`src/rtl/muldiv_sequencer.sv`:
```
// Iterative HI/LO multiply/divide unit: 32-step shift-add multiply, restoring divide, sign fix-up.
// Optional signed MULT/DIV support is enabled by defining MULDIV_SIGNED_EN.
module muldiv_sequencer #(
  parameter int unsigned WIDTH = 32,
  parameter int unsigned CNT_W = 5
) (
  input  logic             iCLK,
  input  logic             iRST_n,
  input  logic             iStart,
  input  logic [1:0]       iOp,
  input  logic [WIDTH-1:0] iA,
  input  logic [WIDTH-1:0] iB,
  input  logic             iMTHI,
  input  logic             iMTLO,
  input  logic [WIDTH-1:0] iWData,
  output logic [WIDTH-1:0] oHI,
  output logic [WIDTH-1:0] oLO,
  output logic             oBusy,
  output logic             oDone
);

  typedef enum logic [2:0] {StIdle, StMul, StDiv, StFix, StDone} state_e;

  state_e               state_q, state_d;
  logic [CNT_W-1:0]     cnt_q, cnt_d;
  logic [WIDTH-1:0]     opa_q, opa_d;
  logic [WIDTH-1:0]     opb_q, opb_d;
  logic [2*WIDTH-1:0]   acc_q, acc_d;
  logic                 is_div_q, is_div_d;
  logic [WIDTH-1:0]     hi_q, hi_d;
  logic [WIDTH-1:0]     lo_q, lo_d;
  logic                 busy_q, busy_d;
  logic                 done_q, done_d;

  logic [WIDTH-1:0]     mag_a, mag_b;
  logic [2*WIDTH-1:0]   prod;
  logic [WIDTH-1:0]     quo, rem, dividend;
  logic [WIDTH:0]       sum;
  logic [WIDTH:0]       r;
  logic [WIDTH+1:0]     trial;

`ifdef MULDIV_SIGNED_EN
  logic neg_a_q, neg_a_d;
  logic neg_b_q, neg_b_d;
  logic signed_op;
`endif

  always_comb begin
    state_d  = state_q;
    cnt_d    = cnt_q;
    opa_d    = opa_q;
    opb_d    = opb_q;
    acc_d    = acc_q;
    is_div_d = is_div_q;
    hi_d     = hi_q;
    lo_d     = lo_q;

`ifdef MULDIV_SIGNED_EN
    neg_a_d   = neg_a_q;
    neg_b_d   = neg_b_q;
    signed_op = ~iOp[0];
    mag_a     = (signed_op && iA[WIDTH-1]) ? -iA : iA;
    mag_b     = (signed_op && iB[WIDTH-1]) ? -iB : iB;
    prod      = (neg_a_q ^ neg_b_q) ? -acc_q : acc_q;
    quo       = (neg_a_q ^ neg_b_q) ? -acc_q[WIDTH-1:0] : acc_q[WIDTH-1:0];
    // Remainder follows the dividend's sign.
    rem       = neg_a_q ? -acc_q[2*WIDTH-1:WIDTH] : acc_q[2*WIDTH-1:WIDTH];
    dividend  = neg_a_q ? -opa_q : opa_q;
`else
    mag_a     = iA;
    mag_b     = iB;
    prod      = acc_q;
    quo       = acc_q[WIDTH-1:0];
    rem       = acc_q[2*WIDTH-1:WIDTH];
    dividend  = opa_q;
`endif

    // Multiply step: conditionally add multiplicand to the upper half, then shift right.
    sum   = {1'b0, acc_q[2*WIDTH-1:WIDTH]} + (acc_q[0] ? {1'b0, opa_q} : '0);
    // Divide step: shift the next dividend bit into the partial remainder and trial-subtract.
    r     = {acc_q[2*WIDTH-1:WIDTH], acc_q[WIDTH-1]};
    trial = {1'b0, r} - {2'b00, opb_q};

    unique case (state_q)
      StIdle: begin
        if (iStart) begin
          cnt_d    = '0;
          opa_d    = mag_a;
          opb_d    = mag_b;
          acc_d    = {{WIDTH{1'b0}}, (iOp[1] ? mag_a : mag_b)};
          is_div_d = iOp[1];
`ifdef MULDIV_SIGNED_EN
          neg_a_d  = signed_op & iA[WIDTH-1];
          neg_b_d  = signed_op & iB[WIDTH-1];
`endif
          state_d  = iOp[1] ? StDiv : StMul;
        end else begin
          if (iMTHI) hi_d = iWData;
          if (iMTLO) lo_d = iWData;
        end
      end
      StMul: begin
        acc_d = {sum, acc_q[WIDTH-1:1]};
        cnt_d = cnt_q + 1'b1;
        if (cnt_q == '1) state_d = StFix;
      end
      StDiv: begin
        if (opb_q == '0) begin
          state_d = StFix;
        end else begin
          if (!trial[WIDTH+1]) acc_d = {trial[WIDTH-1:0], acc_q[WIDTH-2:0], 1'b1};
          else                 acc_d = {r[WIDTH-1:0], acc_q[WIDTH-2:0], 1'b0};
          cnt_d = cnt_q + 1'b1;
          if (cnt_q == '1) state_d = StFix;
        end
      end
      StFix: begin
        if (is_div_q) begin
          if (opb_q == '0) begin
            lo_d = '1;
            hi_d = dividend;
          end else begin
            lo_d = quo;
            hi_d = rem;
          end
        end else begin
          hi_d = prod[2*WIDTH-1:WIDTH];
          lo_d = prod[WIDTH-1:0];
        end
        state_d = StDone;
      end
      StDone: state_d = StIdle;
      default: state_d = StIdle;
    endcase

    busy_d = (state_d == StMul) || (state_d == StDiv) || (state_d == StFix);
    done_d = (state_d == StDone);
  end

  always_ff @(posedge iCLK or negedge iRST_n) begin
    if (!iRST_n) begin
      state_q  <= StIdle;
      cnt_q    <= '0;
      opa_q    <= '0;
      opb_q    <= '0;
      acc_q    <= '0;
      is_div_q <= 1'b0;
      hi_q     <= '0;
      lo_q     <= '0;
      busy_q   <= 1'b0;
      done_q   <= 1'b0;
`ifdef MULDIV_SIGNED_EN
      neg_a_q  <= 1'b0;
      neg_b_q  <= 1'b0;
`endif
    end else begin
      state_q  <= state_d;
      cnt_q    <= cnt_d;
      opa_q    <= opa_d;
      opb_q    <= opb_d;
      acc_q    <= acc_d;
      is_div_q <= is_div_d;
      hi_q     <= hi_d;
      lo_q     <= lo_d;
      busy_q   <= busy_d;
      done_q   <= done_d;
`ifdef MULDIV_SIGNED_EN
      neg_a_q  <= neg_a_d;
      neg_b_q  <= neg_b_d;
`endif
    end
  end

  assign oHI   = hi_q;
  assign oLO   = lo_q;
  assign oBusy = busy_q;
  assign oDone = done_q;

endmodule

```
`config.mk`:
```
export PLATFORM = sky130hd
export DESIGN_NAME = muldiv_sequencer
export DESIGN_NICKNAME = d
export VERILOG_FILES = /design/src/rtl/muldiv_sequencer.sv
export SDC_FILE = /design/constraint.sdc
export NUM_CORES = 1
export LEC_CHECK = 0
export BUFFER_PORTS_ARGS = -buffer_cell sky130_fd_sc_hd__buf_2
export CORE_MARGIN = 2
export CORE_UTILIZATION = 50
export CTS_CLUSTER_SIZE = 12
export DETAILED_ROUTE_END_ITERATION = 6
export PLACE_DENSITY = 0.7
export SYNTH_ARGS = -nofsm -noshare
export SYNTH_HDL_FRONTEND = slang
export SYNTH_SLANG_ARGS = --single-unit
export TNS_END_PERCENT = 30
```
`constraint.sdc`:
```
create_clock -name iCLK -period 5.1 [get_ports iCLK]
set_input_delay 0.255 -clock iCLK [delete_from_list [all_inputs] [get_ports iCLK]]
set_output_delay 0.255 -clock iCLK [all_outputs]
set_load 0.05 [all_outputs]
```
# Word-level counts from Yosys, hierarchy flattened
# Index checks and enable logic that the tools add are counted.
dict set report totals {
  n_memories 0
  input_bits 103
  elab_cells 60
  latch_bits 0
  mem_bits_rw 0
  out_inout_bits 66
  romBits 0
  ff_bits 203
}
dict set report op_classes {
  n_reduce_logical 10
  order_cmp 0
  eq_ne 13
  bitwise 0
  div_mod_pow 0
  muxes 24
  multipliers 0
  n_shift 0
  addsub 3
}
# operator n
set ops {}
lappend ops {{32-bit two-way mux} 10}
lappend ops {{64-bit two-way mux} 3}
lappend ops {{64-bit one-hot mux with 3 select lines} 1}
lappend ops {{32-bit one-hot mux with 2 select lines} 2}
lappend ops {{33-bit by 32-bit subtractor with 34-bit output} 1}
lappend ops {{32-bit by 32-bit adder with 33-bit output} 1}
lappend ops {{32-bit zero test} 1}
lappend ops {{5-bit one-hot mux with 3 select lines} 1}
lappend ops {{3-bit by 2-bit equality test with 1-bit output (second input constant)} 4}
lappend ops {{3-bit one-hot mux with 4 select lines} 1}
lappend ops {{5-bit two-way mux} 2}
lappend ops {{2-bit inequality test (second input constant)} 5}
lappend ops {{3-bit two-way mux} 3}
lappend ops {{3-bit AND reduction} 3}
lappend ops {{3-bit by 1-bit equality test with 1-bit output (second input constant)} 2}
lappend ops {{5-bit by 1-bit adder with 5-bit output (second input constant)} 1}
lappend ops {{5-bit equality test (second input constant)} 1}
lappend ops {{3-bit equality test (second input constant)} 1}
lappend ops {{3-bit zero test} 1}
lappend ops {{3-bit nonzero test} 1}
lappend ops {{1-bit logical OR} 2}
lappend ops {{2-bit two-way mux} 1}
lappend ops {{2-bit AND reduction} 1}
lappend ops {{2-bit nonzero test} 1}

# Logic depth before layout (Yosys ltp)
dict set report depth {
  word_depth 7
  depth_mapped 14
  depth_no_buf 13
}

# Worst setup path before layout
# OpenSTA, ideal clock, no wires.
dict set report synth_path {
  kind {reg2reg}
  from {reg acc_q[0]}
  to {reg acc_q[57]}
  stages_incl_launch_ff 13
  arrival_ns 2.779
  setup_time_ns 0.126
  path_buffers 1
  setup_slack_ns 2.195
  cell_sequence {dfrtp_1 clkbuf_1 nand2_1 fa_1 nand2b_1 a21oi_1 o211ai_1 a31o_2 a31oi_1 o21ai_1 o21ai_0 xor2_1 a221o_1}
}
dict set report synth_via {
  elab_chain_len 3
}
# element line
set synth_rtl {}
lappend synth_rtl {{start, declared} 28} ;# logic [2*WIDTH-1:0] acc_q, acc_d;
lappend synth_rtl {{start signal, assigned} 146} ;# acc_q <= '0;
lappend synth_rtl {{start signal, assigned} 161} ;# acc_q <= acc_d;
lappend synth_rtl {{32-bit two-way mux} 79} ;# sum = {1'b0, acc_q[2*WIDTH-1:WIDTH]} + (acc_q[0] ? {1'b0, opa_q} : '0);
lappend synth_rtl {{32-bit by 32-bit adder with 33-bit output} 79}
lappend synth_rtl {{64-bit one-hot mux with 3 select lines} 84} ;# unique case (state_q)
# No other way between the ends.
# A chain may end at the register's enable or synchronous reset.

# Worst setup path after layout
dict set report layout_path {
  from {reg opb_q[5]}
  to {reg hi_q[23] (netlist: oHI[23])}
}
dict set report layout_via {
  elab_chain_len 4
}
# element line
set layout_rtl {}
lappend layout_rtl {{start, declared} 27} ;# logic [WIDTH-1:0] opb_q, opb_d;
lappend layout_rtl {{start signal, assigned} 160} ;# opb_q <= opb_d;
lappend layout_rtl {{32-bit zero test} 119} ;# if (opb_q == '0) begin
lappend layout_rtl {{32-bit two-way mux} 119}
lappend layout_rtl {{32-bit two-way mux} 118} ;# if (is_div_q) begin
lappend layout_rtl {{32-bit one-hot mux with 2 select lines} 84}
lappend layout_rtl {{end signal, assigned} 163} ;# hi_q <= hi_d;
lappend layout_rtl {{end, declared} 30} ;# logic [WIDTH-1:0] hi_q, hi_d;
# No other way between the ends.

==> impl_metrics.ini <==
[die]
boundaryPins = 169
die_h_um = 167
core_sq_mm = 0.0260
start_util_pct = 50.9
row_count = 59
fp.dieW_um = 167
dieArea_sq_mm = 0.0278

[timing]
rsz0062_at_grt = false
post-route-period-util_pct = 69.2
max_freq_mhz = 284
finalSetupViolations = 0
worstMarginPinSlew_ns = 1.16
finalSetupTns_ns = 0
fin_skew_ns = 0.00882
report.final.slew_viol_count = 0
max_slew_margin_pct = 22.5
period_minus_slack_ns = 3.53
finalHoldViolations = 0

[setup_path]
end_kind = flop
worstPathArrival_ns = 3.94
crit_slowest_cell = and2_1
critPathTopFamily = simple AND/OR/NAND/NOR gates
reg2reg_to = oHI[23]
crit_chain = nor4_1 > nand4_1 > nor2_1 > and2_1 > buf_4 > nand2_1 > nand3_1 > o21ai_0 > o21ai_0
worstPathMaxFanout = 23
r2r_start = opb_q[5]
rrSetupSlack_ns = 1.57
crit_required_ns = 5.52
cpPeakStageDelay_ns = 0.89
r2r_cells = 9
startpoint_type = flop
path_class = reg -> reg
cpMostUsedCell = o21ai_0
path_buf_inv = 1

[worst_hold_path]
min_to = opb_q[31]
hp-start = iB[31]
min_path_cells = 3
hold_class = in -> reg

[drt]
drt-pass1-iter-count = 5
viasPerCell = 6.01
drc = 0
ant_nets = 0
vias = 12700
drt_wl_total_um = 42100
dr.first_iter.drc_count = 1143
wl_per_cell_um = 19.9

[logic_synthesis]
yosysSeqAreaShare_pct = 38.4
syn_nets = 1794
ys_seq_elements = 203
synth_area_leaders = dfrtp_1 (38%), nand2_1 (9.3%), o21ai_0 (6.4%)
synth_common_cells = nand2_1 (327), dfrtp_1 (203), o21ai_0 (168), nor2_1 (129), a21oi_1 (102)
syn_area_sq_mm = 0.0132
async_flop_share_pct = 100
synth.most_common_cell = nand2_1
synth_edf_count = 0
yosysTopAreaCell = dfrtp_1
synthCells = 1623
synth_flop_cell = dfrtp_1
yosysWarningCount = 0
synth_top_area_share_pct = 38.4
yosysUniqueCellTypes = 70
syn_avg_cell_area_sq_um = 8.14

[cts]
clk_pin_slew_ns = 0.06
h-tree-depth = 1
cts_tree = yes
numCtsBuffers = 23
cts.sinks = 203
cts-resized-gates = 0
root_buffer = clkbuf_16
insertion_delay_ns = 0.50
clock_path_buffers = 3

[placed_design]
placed_area_sq_mm = 0.0142
place.gp.congestion = 0.952
hpwlAfterDp_um = 30500
io_buffers = 167

[global_routing]
grt_pass1_vias = 12100
grt_pass1_wl_um = 65500
grt.overflow.total = 0
grt_usage_pct = 29.4
antenna_found_initial = 1
grt_max_degree = 99

[pwr]
power_density_mw_per_mm2 = 830
vdd_ir_drop_max_mv = 0.428
p_leak_nw = 7.26

[final_layout]
diodes = 0
drive_gt1_share_pct = 13.6
nNetsFinal = 1940
fin_area_sq_mm = 0.0153
n_fill_cell = 2354
area_growth_pct = 16.0

[job]
max_cap_violations = 0

[run_status]
status = finished, final reports clean
cells in the final DEF (no fill, tap or decap), types with 5 or more instances in the layout:
cell,n
o221ai_1,9
o21a_1,15
nand2_1,327
and2_1,37
clkbuf_8,6
nand4_1,10
ha_1,66
nor4_1,9
o21bai_1,5
mux2i_1,47
xnor2_1,28
nor2_1,127
buf_4,17
a22oi_1,14
a21oi_1,102
clkbuf_1,6
inv_1,45
a21o_1,29
nand3_1,47
a221oi_1,32
and3_1,11
xor2_1,21
dfrtp_1,203
clkbuf_16,23
nor3_1,5
nand2b_1,5
buf_2,166
o211ai_1,19
a211o_1,5
o22ai_1,35
a211oi_1,8
a31oi_1,16
dlygate4sd3_1,40
nor2b_1,7
o21ai_0,168
how the worst max path moves through the flow:
stage          startpoint   endpoint  slack [ns]  depth (start not counted)
2_1_floorplan    acc_q[0]  acc_q[57]        2.20                         12
3_3_place_gp    acc_q[38]  acc_q[56]        1.71                         11
3_5_place_dp    acc_q[38]  acc_q[56]        1.67                         11
4_1_cts          opb_q[1]  acc_q[48]        1.65                         12
5_1_grt          acc_q[0]  acc_q[57]        1.35                         12
6_report         opb_q[5]    oHI[23]        1.57                          9
sequential cells by signal (all words and copies together), names as in the netlist:
name      count
oHI          32
state_q       3
dividend     32
opb_q        32
oDone         1
cnt_q         5
oLO          32
acc_q        64
oBusy         1
is_div_q      1
cells by family after synthesis:
group	Yosys count	synth area share, %
adders and majority gates	68	6.55
DFF	203	38.4
xor gates and xnor gates	49	3.25
and+or+nand+nor	602	19.5
muxes	51	3.93
AOI/OAI and AO/OA	502	23.8
buffers and inverters	148	4.50
worst register-to-register path, delay by kind of cell (launching register included):
| kind | cells | cell delay, ns |
|---|---|---|
| and+or+nand+nor | 6 | 2.44 |
| buffers and inverters | 1 | 0.34 |
| DFF | 1 | 0.38 |
| AOI/OAI and AO/OA | 2 | 0.29 |
metal layers:
layer	track usage [%]	vias up	share of wire [%]
met5	0	-	0.033
met2	48.2	491	47
met4	10.7	2	4.0
li1	-	6074	-
met1	39.3	6068	42
met3	5.01	97	6.8
stage by stage:
step / power [W] / hold WS [ns] / std cells / setup slack [ns] / utilization [%]
floorplan: 0.00909 / -0.0406 / 1623 / 2.20 / -
detailed placement: 0.0110 / 0.406 / 2039 / 1.67 / 54.7
CTS: 0.0127 / 0.00148 / 2119 / 1.65 / 59.0
global placement: 0.0108 / 0.398 / 2039 / 1.71 / 54.7
global route: 0.0137 / 0.00128 / 2119 / 1.35 / 59.0
finish: 0.0127 / 0.00974 / 2119 / 1.57 / 59.0
power by group:
part           internal [W]  switching (W)  leakage, nW
logic               0.00280        0.00520         4.41
registers           0.00242       0.000694         2.49
clock network      0.000951       0.000661        0.356
total               0.00617        0.00656         7.26
repair_timing:
action | in CTS | in global routing
endpoints found under the setup margin | 0 | 0
hold buffers | 40 | 0
hold endpoints to repair | 134 | 0
buffers inserted | 0 | 0
layout make-up:
type,count,area [sq um],area share [%]
clock buffer,34,667,4.35
clock inverter,6,57.6,0.375
inverter,45,169,1.10
multi-input combinational,1272,7560,49.3
sequential,203,5080,33.1
tap,335,419,2.73
timing repair buffer,224,1370,8.95
Power figures use the tool's default switching activity.
